$ cat src/rtl/rob_wb_arbiter.sv
// rob_wb_arbiter: one-entry holding regs per ALU/MEM/MUL stream, round-robin onto the single ROB writeback port
module rob_wb_arbiter #(
   parameter int WORD_SIZE       = 32,
   parameter int ROB_ENTRY_WIDTH = 3
) (
   input  logic                       clk,
   input  logic                       rst,
   input  logic                       flush,
   input  logic                       alu_valid,
   input  logic                       mem_valid,
   input  logic                       mul_valid,
   output logic                       alu_ready,
   output logic                       mem_ready,
   output logic                       mul_ready,
   input  logic [WORD_SIZE-1:0]       alu_data,
   input  logic [WORD_SIZE-1:0]       mem_data,
   input  logic [WORD_SIZE-1:0]       mul_data,
   input  logic [ROB_ENTRY_WIDTH-1:0] alu_rob_id,
   input  logic [ROB_ENTRY_WIDTH-1:0] mem_rob_id,
   input  logic [ROB_ENTRY_WIDTH-1:0] mul_rob_id,
   output logic                       wb_valid,
   output logic [WORD_SIZE-1:0]       wb_data,
   output logic [ROB_ENTRY_WIDTH-1:0] wb_rob_id,
   output logic                       alu_wb_bypass_enable,
   output logic                       mem_wb_bypass_enable,
   output logic                       mul_wb_bypass_enable
);
   logic [2:0]                 r_held;
   logic [WORD_SIZE-1:0]       r_data [3];
   logic [ROB_ENTRY_WIDTH-1:0] r_id   [3];
   logic [1:0]                 r_rr_ptr;
   logic [2:0]                 w_valid, w_ready, w_grant;
   logic [WORD_SIZE-1:0]       w_din  [3];
   logic [ROB_ENTRY_WIDTH-1:0] w_idin [3];
   logic [1:0]                 w_p1, w_p2, w_g;
   logic                       w_any, w_wb;

   // round-robin search from rr_ptr; grant frees the slot so ready can re-accept the same cycle
   always_comb begin
      w_valid   = {mul_valid, mem_valid, alu_valid};
      w_din[0]  = alu_data;
      w_din[1]  = mem_data;
      w_din[2]  = mul_data;
      w_idin[0] = alu_rob_id;
      w_idin[1] = mem_rob_id;
      w_idin[2] = mul_rob_id;
      w_p1      = (r_rr_ptr == 2'd2) ? 2'd0 : r_rr_ptr + 2'd1;
      w_p2      = (w_p1 == 2'd2) ? 2'd0 : w_p1 + 2'd1;
      w_any     = |r_held;
      w_g       = r_held[r_rr_ptr] ? r_rr_ptr : r_held[w_p1] ? w_p1 : w_p2;
      w_grant   = w_any ? (3'b001 << w_g) : 3'b000;
      w_ready   = ~r_held | w_grant;
      w_wb      = w_any & ~flush;
   end

   assign alu_ready            = w_ready[0];
   assign mem_ready            = w_ready[1];
   assign mul_ready            = w_ready[2];
   assign wb_valid             = w_wb;
   assign wb_data              = w_wb ? r_data[w_g] : '0;
   assign wb_rob_id            = w_wb ? r_id[w_g] : '0;
   assign alu_wb_bypass_enable = w_wb & w_grant[0];
   assign mem_wb_bypass_enable = w_wb & w_grant[1];
   assign mul_wb_bypass_enable = w_wb & w_grant[2];

   // holding regs and pointer; flush drops everything including same-cycle accepts
   always_ff @(posedge clk) begin
      if (rst) begin
         r_held   <= '0;
         r_rr_ptr <= '0;
         for (int i = 0; i < 3; i++) begin
            r_data[i] <= '0;
            r_id[i]   <= '0;
         end
      end else if (flush) begin
         r_held   <= '0;
         r_rr_ptr <= '0;
      end else begin
         for (int i = 0; i < 3; i++) begin
            if (w_valid[i] && w_ready[i]) begin
               r_held[i] <= 1'b1;
               r_data[i] <= w_din[i];
               r_id[i]   <= w_idin[i];
            end else if (w_grant[i]) begin
               r_held[i] <= 1'b0;
            end
         end
         if (w_any) r_rr_ptr <= (w_g == 2'd2) ? 2'd0 : w_g + 2'd1;
      end
   end
endmodule
$ cat config.mk
export PLATFORM = sky130hd
export DESIGN_NAME = rob_wb_arbiter
export DESIGN_NICKNAME = d
export VERILOG_FILES = /design/src/rtl/rob_wb_arbiter.sv
export SDC_FILE = /design/constraint.sdc
export NUM_CORES = 1
export LEC_CHECK = 0
export ABC_AREA = 0
export BUFFER_PORTS_ARGS = -buffer_cell sky130_fd_sc_hd__buf_2
export CAP_MARGIN = 10
export CORE_MARGIN = 10
export CORE_UTILIZATION = 54
export CTS_BUF_LIST = sky130_fd_sc_hd__clkbuf_8
export CTS_CLUSTER_SIZE = 20
export DETAILED_ROUTE_END_ITERATION = 10
export PLACE_DENSITY = 0.92
export SLEW_MARGIN = 20
export SYNTH_ARGS = -nofsm -noshare
export SYNTH_HDL_FRONTEND = slang
export SYNTH_SLANG_ARGS = --single-unit
$ cat constraint.sdc
create_clock -name clk -period 3.1 [get_ports clk]
set_input_delay 0.155 -clock clk [delete_from_list [all_inputs] [get_ports clk]]
set_output_delay 0.155 -clock clk [all_outputs]
set_load 0.005 [all_outputs]
; ---- Yosys cells after proc, flatten, opt, wreduce, memory -nomap -nowiden
; Memories as Yosys holds them, arrays and structs flattened.
; Index checks and enable logic that the tools add are counted.
[totals]
n_memories = 2
regBits = 5
ram_bits = 105
latchBits = 0
elab_cells = 74
mem_bits_ro = 0
out_inout_bits = 42
in_bits = 111
[mem_list]
columns = name, depth, word_bits, read_ports, rd_clocked_by_memory_dff, write_ports, line_no
row1 = r_data, 3, 32, 1, 0, 3, 29  ; logic [WORD_SIZE-1:0] r_data [3];
row2 = r_id, 3, 3, 1, 0, 3, 30  ; logic [ROB_ENTRY_WIDTH-1:0] r_id [3];
[classes]
shift = 1
magnitude_cmp = 2
bitwise = 13
n_div = 0
multipliers = 0
muxes = 38
eq_ne = 3
n_addsub = 3
reduce_logical = 8
[op_table]
columns = cell, count
row1 = 32-bit 2-to-1 mux, 4
row2 = 1-bit 2-to-1 mux, 22
row3 = 3-bit 2-to-1 mux, 5
row4 = 2-bit 2-to-1 mux, 5
row5 = 2-bit by 1-bit adder with 2-bit output (second input constant), 3
row6 = 2-bit == test (second input constant), 3
row7 = 2-bit by 3-bit less-than comparator with 1-bit output (second input constant), 2
row8 = 1-bit bitwise OR, 6
row9 = 2-bit nonzero test, 3
row10 = 1-bit bitwise AND, 4
row11 = 1-bit binary-select mux with 2-bit select, 2
row12 = 1-bit logical AND, 3
row13 = 3-bit NOT, 1
row14 = 3-bit bitwise OR, 1
row15 = 3-bit OR reduction, 1
row16 = 1-bit by 2-bit << shifter with 3-bit output (first input constant), 1
row17 = 2-bit OR reduction, 1
row18 = 1-bit NOT, 1

; ---- Depth between registers and ports, before layout
[depth]
depth_word = 15
mapped_depth = 7
depth_no_buf = 4

; ---- Worst setup path before layout
; OpenSTA, ideal clock, no wires.
[synth_path]
kind = register to register
start = reg r_held[1]
end = mem r_data[0][0], enable pin
required_ns = 2.709
period_less_slack_ns = 2.293
stages_incl_launch_ff = 4
slack_ns = 0.807
n_path_buf = 0
t_arrival_ns = 1.902
setup_time_ns = 0.391
path_cell_list = dfxtp_1 > or2_2 > a311oi_1 > a21o_1
[synth_rtl]
columns = item, line_no
row1 = start: declaration, 28  ; logic [2:0] r_held;
row2 = start signal: assignment, 69  ; r_held <= '0;
row3 = start signal: assignment, 76  ; r_held <= '0;
row4 = start signal: indexed assignment, 81  ; r_held[i] <= 1'b1;
row5 = end: declaration, 29

; ---- Worst setup path in the final report
[layout_path]
start = reg r_held[0]
end = out wb_rob_id[0]
[layout_between]
elab_chain_cells = 6
elab_cells_between_ends = 10
cone_classes = mux: 7 / bitwise: 1 / reduce/logical: 1 / memory: 1
[layout_rtl]
columns = item, line_no
row1 = 1-bit binary-select mux with 2-bit select, 50  ; w_g = r_held[r_rr_ptr] ? r_rr_ptr : r_held[w_p1] ? w_p1 : w_p2;
row2 = 1-bit 2-to-1 mux (not written as such), 50
row3 = 2-bit 2-to-1 mux (2 in series), 50
row4 = memory 3 x 3 bit, n/a
row5 = 3-bit 2-to-1 mux *, 61  ; assign wb_rob_id = w_wb ? r_id[w_g] : '0;
row6 = end: declaration, 23  ; output logic [ROB_ENTRY_WIDTH-1:0] wb_rob_id,
; Every way passes the cells marked *; elsewhere a longest branch is shown, timed or not. The select of a mux whose other input is x is not followed.

==> reports/qor.yml <==
outcome:
  status: "finished, final reports clean"
run:
  cap_violations: 0
timing:
  rsz0062_at_grt: "no"
  max_freq_mhz: 370
  worst_pin_slew_ns: 0.631
  finClkSkew_ns: 0.0100
  drv_slew: 0
  setup_viol: 0
  relSlewSlack_pct: 58.0
  tns_ns: 0
  min_period_ns: 2.70
  post-route-period-util_pct: 87.2
  hold_viol_final: 0
critical_path:
  r2r-start: "r_rr_ptr[1]"
  start_kind: "flop"
  required_ns: 2.94
  cp_slowest_cell: "a21oi_2"
  crit_arrival_ns: 2.55
  crit_type: "flop to output pin"
  endpoint: "wb_rob_id[0]"
  slowest_delay_ns: 0.50
  worstPathMaxFanout: 24
  reg2reg_setup_slack_ns: 0.76
  reg2regPathDepth: 4
  cp_cell_sequence: "and2b_1 > o22ai_1 > a21oi_2 > buf_4 > o21ai_0 > buf_2"
  worstSetupEndpointType: "output pin"
  reg2reg_to: "r_data[1][22]"
  startpoint: "r_held[0]"
power:
  switching_share_pct: 23.8
  p_clk_share_pct: 30.9
  power_frac_comb_pct: 10.8
  ir_drop_mv: 0.308
  switchingPower_w: 0.000728
  power_w: 0.00306
  power_density_nw_per_um2: 486
  leakagePower_nw: 2.73
  pwr-share-seq_pct: 58.3
  p_int_w: 0.00233
clock_tree:
  clock-root-buffer: "clkbuf_8"
  clock-sinks: 110
  cts_tree: "yes"
  holdBufCountCts: 0
  h-tree-depth: 3
  post_cts_resized: 0
  cts-buffers-inserted: 9
  clock_latency_ns: 0.35
  cts_setup_buffers: 0
  clk_pin_slew_ns: 0.10
  clock_path_buffers: 2
floorplanning:
  dieWidth_um: 118
  num_rows: 35
  dieArea_um2: 13800
  dieHeight_um: 118
  core_um2: 9280
  io_pins: 153
  start_util_pct: 55.5
hold_path:
  hp-class: "primary input to flop"
grt:
  grt_pass1_vias: 4373
  antenna_found_initial: 1
  grt_usage_pct: 19.6
  grt_pass1_wl_um: 22200
  grt_max_degree: 77
  grt.overflow.total: 0
cells_and_area:
  final_nets: 756
  area.sequential_um2: 3250
  layout-drive-gt1-share_pct: 29.8
  syn_to_final_growth_pct: 22.2
  n_fill_cell: 723
  multiInputGateArea_um2: 1730
synthesis:
  synth-edff-count: 105
  syn_area_um2: 5150
  async_flop_share_pct: 0
  yosysSeqAreaShare_pct: 63.2
  yosysWarnings: 0
  syn-mean-instance-area_um2: 10.1
  synth_ff_type: "edfxtp_1"
  syn-num-nets: 620
  ys_types: 32
  synth-seq-cells: 110
  syn_inst: 509
drt:
  drtAntennaViolNets: 0
  dr_total_vias: 4328
  firstDrtPassIters: 5
  avgRoutedWirePerCell_um: 18.3
  drc: 0
  via_per_inst: 5.55
  wl_um: 14300
  drtIter0Drc: 469
placed_design:
  gp_congestion: 0.866
  hpwl_um: 10200
  port_buffers: 152
==> metal layers <==
metal	track usage, %	vias up	share of wire, %
met4	6.41	0	1.4
met1	24.6	2010	42
met2	32.0	249	48
met5	0	-	0
met3	5.23	21	8.4
li1	-	2048	-
==> sequential cells by signal, summed over array words and instances (netlist names) <==
register,cells
r_held,3
r_data,96
r_rr_ptr,2
r_id,9
==> synthesized netlist by cell type, types with 2 or more instances <==
cell | count | area [um^2]
o21ai_0 | 33 | 165
o21ai_1 | 3 | 15.0
buf_2 | 7 | 35.0
clkbuf_1 | 29 | 109
dfxtp_1 | 5 | 100
a21o_1 | 2 | 15.0
a21oi_1 | 5 | 25.0
inv_1 | 5 | 18.8
or2_2 | 2 | 12.5
nor2_1 | 110 | 413
edfxtp_1 | 105 | 3150
buf_4 | 5 | 37.5
a31o_2 | 2 | 17.5
nand2_1 | 141 | 529
a32oi_1 | 35 | 307
nor2b_1 | 3 | 18.8
and2_1 | 2 | 12.5
==> power by group through the flow <==
stage	logic [W]	clock network [W]	registers [W]
after floorplan	0.000169	0	0.00180
after global placement	0.000315	0	0.00181
after detailed placement	0.000327	0	0.00181
after CTS	0.000329	0.000941	0.00178
after global routing	0.000363	0.00100	0.00179
final	0.000329	0.000945	0.00178
==> logic make-up (layout without fill, tap and decap cells) <==
logic type      count (synthesis)  after routing  share of synthesized area, %
flops                         110            110                          63.2
other cells                     0              1                             0
compound gates                 88             88                          12.8
buf+inv                        47            188                          3.96
simple gates                  264            264                          20.1
==> area by class of cell <==
class,count,area share [%]
antenna,1,0.0398
tap,129,2.57
inverter,5,0.298
timing repair buffer,167,14.5
clock buffer,9,1.97
sequential,110,51.7
clock inverter,7,1.51
multi-input combinational,352,27.4
==> worst min path at each step <==
stage,cells past startpoint,slack [ns],to,from
after floorplan,2,0.28,r_held[1],mem_valid
after global placement,3,0.44,r_held[1],mem_valid
after detailed placement,3,0.44,r_held[2],mul_valid
after CTS,3,0.06,r_held[2],mul_valid
after global routing,3,0.07,r_held[2],mul_valid
final,3,0.07,r_held[2],mul_valid
==> worst max-delay path: cells and delay by family (launching register included) <==
| family | cells | cell delay (ns) |
|---|---|---|
| compound gates | 3 | 0.86 |
| buf+inv | 2 | 0.52 |
| flops | 1 | 0.47 |
| simple gates | 1 | 0.34 |
==> placed cells by master (no fill, tap or decap), drive strengths merged, types with 2 or more instances in the layout <==
cell type,synthesis,layout
buf,13,167
nand2,141,141
nor2,110,110
edfxtp,105,105
o21ai,36,36
a32oi,35,35
clkbuf,29,9
inv,5,8
dfxtp,5,5
a21oi,5,5
nor2b,3,3
o31ai,2,2
or2,2,2
and2,2,2
a21o,2,2
a31o,2,2
bufinv,0,2
clkinv,0,2
==> per-stage QoR <==
stage	std cells	utilization (%)	hold slack (ns)	instance area (um^2)	setup WS [ns]
5_1_grt	780	67.8	0.0682	6290	0.195
3_3_place_gp	763	65.4	0.437	6070	0.937
2_1_floorplan	509	-	0.282	5150	0.807
4_1_cts	779	67.7	0.0621	6290	0.438
6_report	780	67.8	0.0716	6290	0.395
3_5_place_dp	763	65.4	0.441	6070	0.798
No activity file was read; power rests on OpenSTA's default activity.
